--- src/rtl/eeg_agu_pkg.sv ---
// Shared definitions for the feature-RAM read address generator: one-hot FSM
// encoding and the default depth of the return-data buffer.
package eeg_agu_pkg;

    typedef enum logic [2:0] {
        AGU_IDLE  = 3'b001,
        AGU_RUN   = 3'b010,
        AGU_DRAIN = 3'b100
    } agu_state_e;

    localparam int AGU_FIFO_DEPTH = 4;

endpackage

--- src/rtl/cpm_fifo_sync.sv ---
// Synchronous FIFO with flop storage; a word written at cycle t is visible on
// rd_dat_o at t+1. Writes when full and reads when empty are dropped.
module cpm_fifo_sync #(
    parameter int DW    = 5,
    parameter int DEPTH = 4
) (
    input  logic          clk,
    input  logic          rst_n,
    input  logic          wr_en_i,
    input  logic [DW-1:0] wr_dat_i,
    input  logic          rd_en_i,
    output logic [DW-1:0] rd_dat_o,
    output logic          empty_o,
    output logic          full_o
);

    localparam int AW = $clog2(DEPTH);

    logic [DW-1:0] mem_q [DEPTH];
    logic [AW:0]   wptr_q;
    logic [AW:0]   rptr_q;
    logic          wr_go;
    logic          rd_go;

    assign empty_o  = (wptr_q == rptr_q);
    assign full_o   = (wptr_q[AW] != rptr_q[AW]) && (wptr_q[AW-1:0] == rptr_q[AW-1:0]);
    assign wr_go    = wr_en_i && !full_o;
    assign rd_go    = rd_en_i && !empty_o;
    assign rd_dat_o = mem_q[rptr_q[AW-1:0]];

    // Storage is reset too so the read port shows zero until the first write.
    always_ff @(posedge clk or negedge rst_n) begin
        if (!rst_n) begin
            wptr_q <= '0;
            rptr_q <= '0;
            for (int i = 0; i < DEPTH; i++) begin
                mem_q[i] <= '0;
            end
        end else begin
            if (wr_go) begin
                mem_q[wptr_q[AW-1:0]] <= wr_dat_i;
                wptr_q                <= wptr_q + (AW+1)'(1);
            end
            if (rd_go) begin
                rptr_q <= rptr_q + (AW+1)'(1);
            end
        end
    end

endmodule

--- src/rtl/eeg_fram_rd_agu.sv ---
// Per-lane sliding-window read AGU for the feature RAM (BASE + w*STRIDE + k), first address 1 cycle
// after config; outstanding reads are credit-limited to FIFO depth so returned data is never back-pressured.
module eeg_fram_rd_agu
    import eeg_agu_pkg::*;
#(
    parameter int ADD_AW     = 12,
    parameter int DAT_DW     = 4,
    parameter int CNT_DW     = 8,
    parameter int FIFO_DEPTH = AGU_FIFO_DEPTH
) (
    input  logic              clk,
    input  logic              rst_n,
    output logic              is_idle_o,
    input  logic              cfg_vld_i,
    output logic              cfg_rdy_o,
    input  logic [ADD_AW-1:0] cfg_base_i,
    input  logic [CNT_DW-1:0] cfg_win_i,
    input  logic [CNT_DW-1:0] cfg_stride_i,
    input  logic [CNT_DW-1:0] cfg_nwin_i,
    output logic              add_vld_o,
    input  logic              add_rdy_i,
    output logic [ADD_AW-1:0] add_add_o,
    output logic              add_lst_o,
    output logic              add_end_o,
    input  logic              dat_vld_i,
    input  logic              dat_lst_i,
    input  logic [DAT_DW-1:0] dat_dat_i,
    output logic              dat_rdy_o,
    output logic              pe_vld_o,
    input  logic              pe_rdy_i,
    output logic              pe_lst_o,
    output logic [DAT_DW-1:0] pe_dat_o
);

    localparam int CRD_W = $clog2(FIFO_DEPTH) + 1;

    agu_state_e        state_q;
    logic [ADD_AW-1:0] wb_q;
    logic [ADD_AW-1:0] add_q;
    logic              lst_q;
    logic [CNT_DW-1:0] k_q;
    logic [CNT_DW-1:0] w_q;
    logic [CNT_DW-1:0] win_m1_q;
    logic [CNT_DW-1:0] nwin_m1_q;
    logic [CNT_DW-1:0] stride_q;
    logic [CRD_W-1:0]  credit_q;
    logic [CRD_W-1:0]  credit_d;
    logic              dat_rdy_q;

    logic              add_acc;
    logic              pe_pop;
    logic              last_beat;
    logic              k_wrap;
    logic [CNT_DW-1:0] k_d;
    logic [ADD_AW-1:0] wb_d;
    logic              fifo_empty;
    logic              fifo_full;

    assign is_idle_o = (state_q == AGU_IDLE);
    assign cfg_rdy_o = is_idle_o;
    assign add_vld_o = (state_q == AGU_RUN) && (credit_q < CRD_W'(FIFO_DEPTH));
    assign add_add_o = add_q;
    assign add_lst_o = lst_q;
    assign dat_rdy_o = dat_rdy_q;
    assign pe_vld_o  = !fifo_empty;

    assign add_acc   = add_vld_o && add_rdy_i;
    assign pe_pop    = pe_vld_o && pe_rdy_i;
    assign k_wrap    = (k_q == win_m1_q);
    assign last_beat = k_wrap && (w_q == nwin_m1_q);
    assign add_end_o = add_acc && last_beat;

    always_comb begin
        k_d  = k_q + CNT_DW'(1);
        wb_d = wb_q;
        if (k_wrap) begin
            k_d  = '0;
            wb_d = wb_q + ADD_AW'(stride_q);
        end
    end

    always_comb begin
        credit_d = credit_q;
        if (add_acc && !pe_pop) begin
            credit_d = credit_q + CRD_W'(1);
        end else if (!add_acc && pe_pop) begin
            credit_d = credit_q - CRD_W'(1);
        end
    end

    // Zero-length window or window count behaves as a single tap / single window.
    always_ff @(posedge clk or negedge rst_n) begin
        if (!rst_n) begin
            state_q   <= AGU_IDLE;
            wb_q      <= '0;
            add_q     <= '0;
            lst_q     <= 1'b0;
            k_q       <= '0;
            w_q       <= '0;
            win_m1_q  <= '0;
            nwin_m1_q <= '0;
            stride_q  <= '0;
            credit_q  <= '0;
            dat_rdy_q <= 1'b0;
        end else begin
            credit_q  <= credit_d;
            dat_rdy_q <= 1'b1;
            case (state_q)
                AGU_IDLE: begin
                    if (cfg_vld_i) begin
                        state_q   <= AGU_RUN;
                        wb_q      <= cfg_base_i;
                        add_q     <= cfg_base_i;
                        k_q       <= '0;
                        w_q       <= '0;
                        stride_q  <= cfg_stride_i;
                        win_m1_q  <= (cfg_win_i == '0) ? '0 : cfg_win_i - CNT_DW'(1);
                        nwin_m1_q <= (cfg_nwin_i == '0) ? '0 : cfg_nwin_i - CNT_DW'(1);
                        lst_q     <= (cfg_win_i <= CNT_DW'(1));
                    end
                end
                AGU_RUN: begin
                    if (add_acc) begin
                        if (last_beat) begin
                            state_q <= AGU_DRAIN;
                            lst_q   <= 1'b0;
                        end else begin
                            k_q   <= k_d;
                            wb_q  <= wb_d;
                            add_q <= wb_d + ADD_AW'(k_d);
                            lst_q <= (k_d == win_m1_q);
                            if (k_wrap) begin
                                w_q <= w_q + CNT_DW'(1);
                            end
                        end
                    end
                end
                AGU_DRAIN: begin
                    // Leave as soon as the final pop retires the last credit.
                    if (credit_d == '0) begin
                        state_q <= AGU_IDLE;
                    end
                end
                default: state_q <= AGU_IDLE;
            endcase
        end
    end

    cpm_fifo_sync #(
        .DW    (DAT_DW + 1),
        .DEPTH (FIFO_DEPTH)
    ) u_ret_fifo (
        .clk      (clk),
        .rst_n    (rst_n),
        .wr_en_i  (dat_vld_i),
        .wr_dat_i ({dat_lst_i, dat_dat_i}),
        .rd_en_i  (pe_rdy_i),
        .rd_dat_o ({pe_lst_o, pe_dat_o}),
        .empty_o  (fifo_empty),
        .full_o   (fifo_full)
    );

    a_no_push_full: assert property (@(posedge clk) disable iff (!rst_n)
        dat_vld_i |-> !fifo_full);

    a_add_hold: assert property (@(posedge clk) disable iff (!rst_n)
        (add_vld_o && !add_rdy_i) |=> ($stable(add_add_o) && $stable(add_lst_o)));

endmodule
--- config.mk ---
export PLATFORM = sky130hd
export DESIGN_NAME = eeg_fram_rd_agu
export DESIGN_NICKNAME = d
export VERILOG_FILES = /design/src/rtl/eeg_agu_pkg.sv /design/src/rtl/cpm_fifo_sync.sv /design/src/rtl/eeg_fram_rd_agu.sv
export SDC_FILE = /design/constraint.sdc
export NUM_CORES = 1
export LEC_CHECK = 0
export ABC_AREA = 1
export CAP_MARGIN = 5
export CORE_ASPECT_RATIO = 0.6
export CORE_MARGIN = 8
export CORE_UTILIZATION = 45
export DETAILED_ROUTE_END_ITERATION = 7
export PLACE_DENSITY = 0.77
export SYNTH_ARGS = -nofsm -noshare
export SYNTH_HDL_FRONTEND = slang
export SYNTH_SLANG_ARGS = --single-unit
--- constraint.sdc ---
create_clock -name clk -period 4.42 [get_ports clk]
set_clock_uncertainty 0.15 [all_clocks]
set_input_delay 0.442 -clock clk [delete_from_list [all_inputs] [get_ports clk]]
set_output_delay 0.442 -clock clk [all_outputs]
set_load 0.05 [all_outputs]
=== Word-level counts from Yosys, hierarchy flattened ===
Index checks and enable logic that the tools add are counted.
W data, S select, Z words.

* Register bits after elaboration: 98
* Input bits: 47
* Output and inout bits: 24
* Word-level logic and storage cells: 108

* $add $sub $neg: 10
* Order comparisons: 5
* Equality and inequality tests: 15
* Multiplexer cells: 36
* Bitwise logic cells: 2
* Reduce and logical (&&, ||, !) cells: 23

{| class="wikitable"
|+ Operators with widths
! cell !! number
|-
| $mux W12 || 6
|-
| $mux W8 || 9
|-
| $pmux W12 S2 || 2
|-
| $pmux W8 S2 || 2
|-
| $add A12 B8 Y12 || 2
|-
| $eq A8 B8 Y1 || 3
|-
| $bwmux W20 || 1
|-
| $mux W3 || 6
|-
| $add A8 B1 Y8 const B || 2
|-
| $logic_not A8 Y1 || 2
|-
| $sub A8 B1 Y8 const B || 2
|-
| $mux W5 || 3
|-
| $ne A2 B2 Y1 const B || 6
|-
| $bmux W5 S2 || 1
|-
| $demux W5 S2 || 1
|-
| $logic_and A1 B1 Y1 || 10
|-
| $add A3 B1 Y3 const B || 3
|-
| $pmux W3 S3 || 1
|-
| $le A8 B1 Y1 const B || 1
|-
| $reduce_and A4 Y1 || 2
|-
| $ge A3 B3 Y1 const B || 2
|-
| $not A2 Y3 || 2
|-
| $reduce_and A5 Y1 || 1
|-
| $logic_not A1 Y1 || 4
|-
| other kinds (15) || 17
|}

=== Logic depth before layout (Yosys ltp) ===
Gate-level depths: netlist of the first run.

* Depth after elaboration: 10
* Gate-level depth with buffers: 26

=== By module ===
Synthesis of the first run repeated with hierarchy kept, for this count alone.

* Cells, all modules: 906
* Area total of the unflattened synthesis: 6536.3 sq um

{| class="wikitable"
|+ By module, submodules not included
! module !! times used !! cells each !! area an instance (sq um) !! seq. area each (sq um)
|-
| eeg_fram_rd_agu || 1 || 740 || 5170.0 || 1803.0
|-
| cpm_fifo_sync || 1 || 166 || 1366.3 || 650.6
|}

=== Worst setup path before layout of the first run ===
No wires, ideal clock.

* Path kind: flip-flop to flip-flop
* From: reg wb_q[0]
* To: reg add_q[10], in the netlist add_add_o[10]
* Library setup time: 0.113 ns
* Arrival time: 2.843 ns
* Slack: 1.314 ns
* Stages on the path, launching flop included: 19
* Path through: dfrtp_1 ha_1 fa_1 inv_1 o21ai_0 inv_1 fa_1 inv_1 nand3_1 a21oi_1 o21ai_0 nand2_1 o21ai_0 nor2_1 nand2_1 nand2_1 nand3_1 nand2_1 inv_1

* Longest elaborated chain between the ends: 6

{| class="wikitable"
|+ RTL lines
! item !! line !! text
|-
| start, declared || eeg_fram_rd_agu.sv:38 || <nowiki>logic [ADD_AW-1:0] wb_q;</nowiki>
|-
| start signal, assigned || eeg_fram_rd_agu.sv:112 || <nowiki>wb_q <= cfg_base_i;</nowiki>
|-
| start signal, assigned || eeg_fram_rd_agu.sv:129 || <nowiki>wb_q <= wb_d;</nowiki>
|-
| $add A12 B8 Y12 || eeg_fram_rd_agu.sv:78 || <nowiki>wb_d = wb_q + ADD_AW'(stride_q);</nowiki>
|-
| $mux W12 * || eeg_fram_rd_agu.sv:76 || <nowiki>if (k_wrap) begin</nowiki>
|-
| $add A12 B8 Y12 * || eeg_fram_rd_agu.sv:130 || <nowiki>add_q <= wb_d + ADD_AW'(k_d);</nowiki>
|-
| $mux W12 * || eeg_fram_rd_agu.sv:124 || <nowiki>if (last_beat) begin</nowiki>
|-
| $mux W12 * || eeg_fram_rd_agu.sv:123 || <nowiki>if (add_acc) begin</nowiki>
|-
| $pmux W12 S2 * || eeg_fram_rd_agu.sv:108 || <nowiki>case (state_q)</nowiki>
|-
| end signal, assigned || eeg_fram_rd_agu.sv:113 || <nowiki>add_q <= cfg_base_i;</nowiki>
|-
| end signal, assigned || eeg_fram_rd_agu.sv:130 ||
|-
| end, declared || eeg_fram_rd_agu.sv:39 || <nowiki>logic [ADD_AW-1:0] add_q;</nowiki>
|}

Every way passes the cells marked *; elsewhere a longest branch is shown, timed or not. The select of a mux whose other input is x is not followed.
A chain may end at the register's enable or synchronous reset.

=== Final worst setup path of the first run ===
* From: reg wb_q[0]
* To: reg add_q[11], in the netlist add_add_o[11]

Same word-level chain as after synthesis.

==> impl_metrics.json, run 1 <==
{
  "synth_nets": 955,
  "final_min_period_over_clock_period": 0.8337,
  "drc": 0,
  "drv_cap": 0,
  "dieArea_mm2": 0.01825,
  "dr.pass1.iters": 5,
  "start_util": 0.4619,
  "fin_setup_tns_ns": 0,
  "worst-path-max-fanout": 6,
  "cts_tree": "yes",
  "async_reset_ff_frac": 1.000,
  "grt_use_total": 0.1886,
  "drt-initial-drc-count": 556,
  "row_count": 33,
  "synth_cells": 877,
  "finalHoldViolations": 0,
  "syn_area_per_cell_um2": 7.220,
  "post_drt_wl_per_cell_um": 14.52,
  "synth_ff_type": "dfrtp_1",
  "synth_cell_type_count": 43,
  "min_period_ns": 3.685,
  "grt_max_degree": 78,
  "num_io_pins": 71,
  "synth_edf_count": 0,
  "finalWorstSetupSlack_ns": 0.7352,
  "r2r-start": "wb_q[0]",
  "n_antenna_cell": 0,
  "portBuffers": 70,
  "nets": 1018,
  "power.density_mw_per_mm2": 754.1,
  "cp-start-kind": "flip-flop",
  "hp-class": "input port to async pin",
  "viasPerCell": 5.126,
  "cts_inserted_buffers": 9,
  "critical_path.startpoint": "wb_q[0]",
  "outcome": "complete, no violations",
  "ys_ff_latch": 98,
  "grt_pass1_wl_um": 27960,
  "rsz0062_at_grt": "false",
  "die_y_um": 107.9,
  "yosysSeqAreaShare": 0.3875,
  "mostFrequentLayoutCells": "nand2_1 (268), inv_1 (111), dfrtp_1 (97)",
  "p_leak_nw": 3.758,
  "routed_wl_um": 16510,
  "dieWidth_um": 169.1,
  "clockRootBuffer": "clkbuf_16",
  "gp_congestion": 0.9055,
  "setup_viol": 0,
  "final_antenna_net_count": 0,
  "dpl_worst_slack_ns": 0.8802,
  "ir_worst_vdd_mv": 0.3328,
  "slew_violations": 0,
  "clk_latency_ns": 0.35,
  "dp_hpwl_um": 12360,
  "area_growth_pct": 18.22,
  "worstPathArrival_ns": 3.78,
  "layout-drive-gt1-share": 0.04550,
  "yosysWarningCount": 0,
  "criticalPathCategory": "flip-flop to flip-flop",
  "grt_overflow_total": 0,
  "h-tree-depth": 3,
  "syn_area_mm2": 0.006332,
  "fp.coreArea_mm2": 0.01371,
  "antenna_found_initial": 0,
  "worst_pin_slew_ns": 1.004,
  "postCtsSetupRepairBufs": 0,
  "max_slew_margin": 0.3306,
  "total_power_mw": 5.645,
  "via_count": 5828,
  "fmax_mhz": 271.4,
  "layout_commonest_cell": "nand2_1",
  "crit_path_end_kind": "flip-flop",
  "clk_path_buf_depth": 2,
  "clock-sinks": 98,
  "r2r_cells": 19,
  "grt_pass1_vias": 5426,
  "cp.required_ns": 4.52,
  "clk_pin_slew_ns": 0.07,
  "cts_hold_buf": 0,
  "cts_resized": 0
}
## layer usage
metal	wire length, um	global-route usage
met1	8254	0.2841
met3	1589	0.04870
met4	146	0.03583
met5	0	0
met2	6521	0.2655
## power by group
group | internal (mW) | leakage, nW | total [mW] | switching [mW]
logic | 1.09 | 2.41 | 3.26 | 2.17
registers | 1.28 | 1.21 | 1.60 | 0.324
clock network | 0.409 | 0.145 | 0.787 | 0.378
## kinds of logic (layout without fill, tap and decap cells)
logic type,count (synthesis),after routing,share of synthesized area
flops,98,98,0.3875
xor+xnor,40,40,0.05533
other cells,1,1,0.0005922
simple gates,430,430,0.2796
compound gates,140,140,0.1274
fa+ha+maj,31,31,0.06362
buf+inv,137,205,0.08595
## metrics by stage
step	util	area [um^2]	instances	hold slack (ns)
after floorplan	-	6332	877	-0.003591
after global placement	0.5248	7194	1121	0.3110
after detailed placement	0.5248	7194	1121	0.3188
after CTS	0.5461	7486	1137	0.1623
after global routing	0.5461	7486	1137	0.2019
final	0.5461	7486	1137	0.08889
## flip-flops by register name (all words and copies together) (netlist names), named ones only
signal / cells
add_lst_o: 1
state_q: 3
stride_q: 8
win_m1_q: 8
credit_q: 3
wb_q: 11
u_ret_fifo.rptr_q: 3
w_q: 8
add_add_o: 12
k_q: 8
u_ret_fifo.wptr_q: 3
dat_rdy_o: 1
nwin_m1_q: 8
u_ret_fifo.mem_q: 20
## synth_stat cells, types with 9 or more instances
library cell,n,share of area
a21oi_1,34,0.027
a31oi_1,9,0.0089
clkbuf_1,11,0.0065
dfrtp_1,97,0.38
ha_1,29,0.057
inv_1,111,0.066
nand2_1,268,0.16
nand3_1,55,0.043
nor2_1,78,0.046
o21ai_0,63,0.050
o22ai_1,17,0.017
xnor2_1,9,0.012
xor2_1,31,0.043
## worst max-delay path, stage by stage (launching register included)
cell      delay, ns
dfrtp_1        0.40
ha_1           0.25
fa_1           0.44
nand2_1        0.12
nand3_1        0.12
a21oi_1        0.17
nor2_1         0.07
a22o_1         0.26
ha_1           0.43
nand2_1        0.12
a21oi_1        0.14
nor2_1         0.05
o21ai_0        0.13
nand2_1        0.09
nand2_1        0.09
nand3_1        0.11
nor2_1         0.18
nand3b_1       0.12
nand3_1        0.11
nand2_1        0.05
## final timing paths
check / end / slack, ns
max: add_add_o[11] / 0.74
min: nwin_m1_q[5] / 0.09
max reg2reg: add_add_o[11] / 0.74
min reg2reg: u_ret_fifo.mem_q[14] / 0.34
max in group asynchronous: u_ret_fifo.mem_q[4] / 3.13
min in group clk: u_ret_fifo.mem_q[14] / 0.34
## cell type report
cell class,count,area [um^2]
Inverter,114,430.4
Multi-Input combinational cell,642,3334
Tap cell,192,240.2
Clock inverter,6,52.55
Fill cell,1323,6222
Sequential cell,98,2454
Clock buffer,10,239.0
Timing Repair Buffer,75,735.7
(Power assumes the default switching activity.)
==> run 2, diff against run 1 <==
PLACE_DENSITY = 0.8   (was 0.77)
clock period = 3 ns   (was 4.42 ns; I/O delays follow)
==> run 2 against run 1 <==
Effect of this change:
- the run now ends with setup timing left
- power rose by 77%
- flip-flop and latch count did not move
- critical path type unchanged
- highest routed layer unchanged
- final cell count rose by 8.6%
==> impl_metrics.json, run 2 (synthesis gave the netlist of run 1 again) <==
{
  "dieWidth_um": 169.1,
  "largest_reg_flops": 20,
  "drt-initial-drc-count": 661,
  "dr.pass1.iters": 5,
  "finalHoldViolations": 0,
  "viasPerCell": 5.422,
  "layout_commonest_cell": "nand2_1",
  "worst_pin_slew_ns": 0.9234,
  "dpl_worst_slack_ns": -0.2758,
  "violations": "setup timing",
  "mostFrequentLayoutCells": "nand2_1 (255), inv_1 (102), buf_4 (98)",
  "gp_congestion": 0.9679,
  "clock-sinks": 98,
  "rsz0062_at_grt": "true",
  "finalWorstSetupSlack_ns": -0.1256,
  "final_core_util": 0.6308,
  "min_period_ns": 3.126,
  "crit_path_end_kind": "flip-flop",
  "cts_inserted_buffers": 9,
  "drv_cap": 0,
  "row_count": 33,
  "outcome": "finished, violations left",
  "clockRootBuffer": "clkbuf_16",
  "grt_overflow_total": 0,
  "grt_pass1_vias": 6181,
  "clk_path_buf_depth": 2,
  "via_count": 6696,
  "cp.required_ns": 3.13,
  "p_leak_nw": 4.294,
  "post_drt_wl_per_cell_um": 16.47,
  "cp-start-kind": "flip-flop",
  "fin_setup_tns_ns": -0.5406,
  "ir_worst_vdd_mv": 0.6703,
  "worstPathArrival_ns": 3.26,
  "nets": 1116,
  "power.density_mw_per_mm2": 1158,
  "portBuffers": 70,
  "h-tree-depth": 3,
  "fp.coreArea_mm2": 0.01371,
  "slew_violations": 0,
  "wl_met2_um": 8833,
  "hp-class": "input port to async pin",
  "top_register": "u_ret_fifo.mem_q",
  "grt_pass1_wl_um": 31180,
  "setup_viol": 6,
  "worst-path-max-fanout": 4,
  "regArea_mm2": 0.002459,
  "multiInputGateArea_mm2": 0.003727,
  "routed_wl_um": 20340,
  "n_antenna_cell": 0,
  "cts_tree": "yes",
  "clk_pin_slew_ns": 0.08,
  "clk_latency_ns": 0.36,
  "drc": 0,
  "die_y_um": 107.9,
  "routed-wl-met3_um": 1866,
  "criticalPathCategory": "flip-flop to flip-flop",
  "num_io_pins": 71,
  "grt_max_degree": 44,
  "max_slew_margin": 0.3791,
  "start_util": 0.4619,
  "antenna_found_initial": 0,
  "dp_hpwl_um": 13560,
  "dieArea_mm2": 0.01825,
  "fillers": 1120,
  "highest_layer": "met4",
  "area_growth_pct": 36.55,
  "layout-drive-gt1-share": 0.2081,
  "final_antenna_net_count": 0,
  "grt_use_total": 0.2103,
  "drt-met1-wl_um": 9097,
  "fmax_mhz": 319.9,
  "final_min_period_over_clock_period": 1.042
}
## run 2: per-stage QoR
stage                     cell area [um^2]  total power [mW]  cells  hold slack (ns)
after floorplan                       6350             5.799    877          -0.1456
after detailed placement              7735             7.708   1191           0.1807
final                                 8647             10.01   1235           0.3232
after global routing                  8647             10.65   1235           0.3306
after global placement                7735             7.604   1191           0.1916
after CTS                             8313             9.220   1225           0.3298
## run 2: repair_timing
| action | CTS | global route |
|---|---|---|
| setup buffers | 17 | 13 |
| endpoints found under the setup margin | 8 | 11 |
| hold buffers | 1 | 0 |
| hold endpoints to repair | 39 | 0 |
| pin swaps | 29 | 31 |
| gates resized for setup | 40 | 64 |
## run 2: path summary, 6_finish.rpt
| kind | start | endpoint | slack (ns) | cells after the start |
|---|---|---|---|---|
| min in group clk | cfg_stride_i[3] | stride_q[3] | 0.33 | 3 |
| worst max register to register | stride_q[0] | add_add_o[6] | -0.13 | 17 |
| max in group asynchronous | rst_n | k_q[3] | 1.56 | 3 |
| worst max-delay path | stride_q[0] | add_add_o[6] | -0.13 | 17 |
| worst min-delay path | rst_n | u_ret_fifo.mem_q[3] | 0.32 | 2 |
| worst min register to register | add_add_o[1] | add_add_o[1] | 0.33 | 2 |
## run 2: where the power goes
| part | switching, mW | leakage, nW | internal (mW) |
|---|---|---|---|
| Clock | 0.584 | 0.141 | 0.588 |
| Sequential | 0.481 | 1.20 | 1.89 |
| Combinational | 3.94 | 2.95 | 2.54 |
## run 2: cell type report
type | count | area share
inverter | 114 | 0.04978
multi-input combinational | 642 | 0.4311
sequential | 98 | 0.2843
tap | 192 | 0.02778
timing repair buffer | 173 | 0.1735
clock inverter | 7 | 0.007524
clock buffer | 9 | 0.02605
## run 2: layer usage
metal	global-route usage	up-vias
li1	-	3130
met1	0.3004	3141
met2	0.3219	353
met3	0.04284	72
met4	0.04903	0
met5	0	-
## run 2: critical path, stage by stage, from the launching register on
cell	delay, ns
dfrtp_1	0.39
ha_2	0.21
fa_2	0.40
nand2_2	0.10
nand3_2	0.09
a21oi_2	0.14
nor2_1	0.07
a22o_1	0.23
ha_4	0.32
nand2_2	0.08
a21oi_4	0.18
buf_4	0.14
buf_6	0.08
buf_6	0.08
nor2_2	0.03
nand2_1	0.08
nand3_2	0.10
a31oi_1	0.19
==> run 3, diff against run 2 <==
ABC_CLOCK_PERIOD_IN_PS = 3000   (was unset)
==> results of run 3 <==
No change in the layout: final DEF, timing and power equal those of run 2.
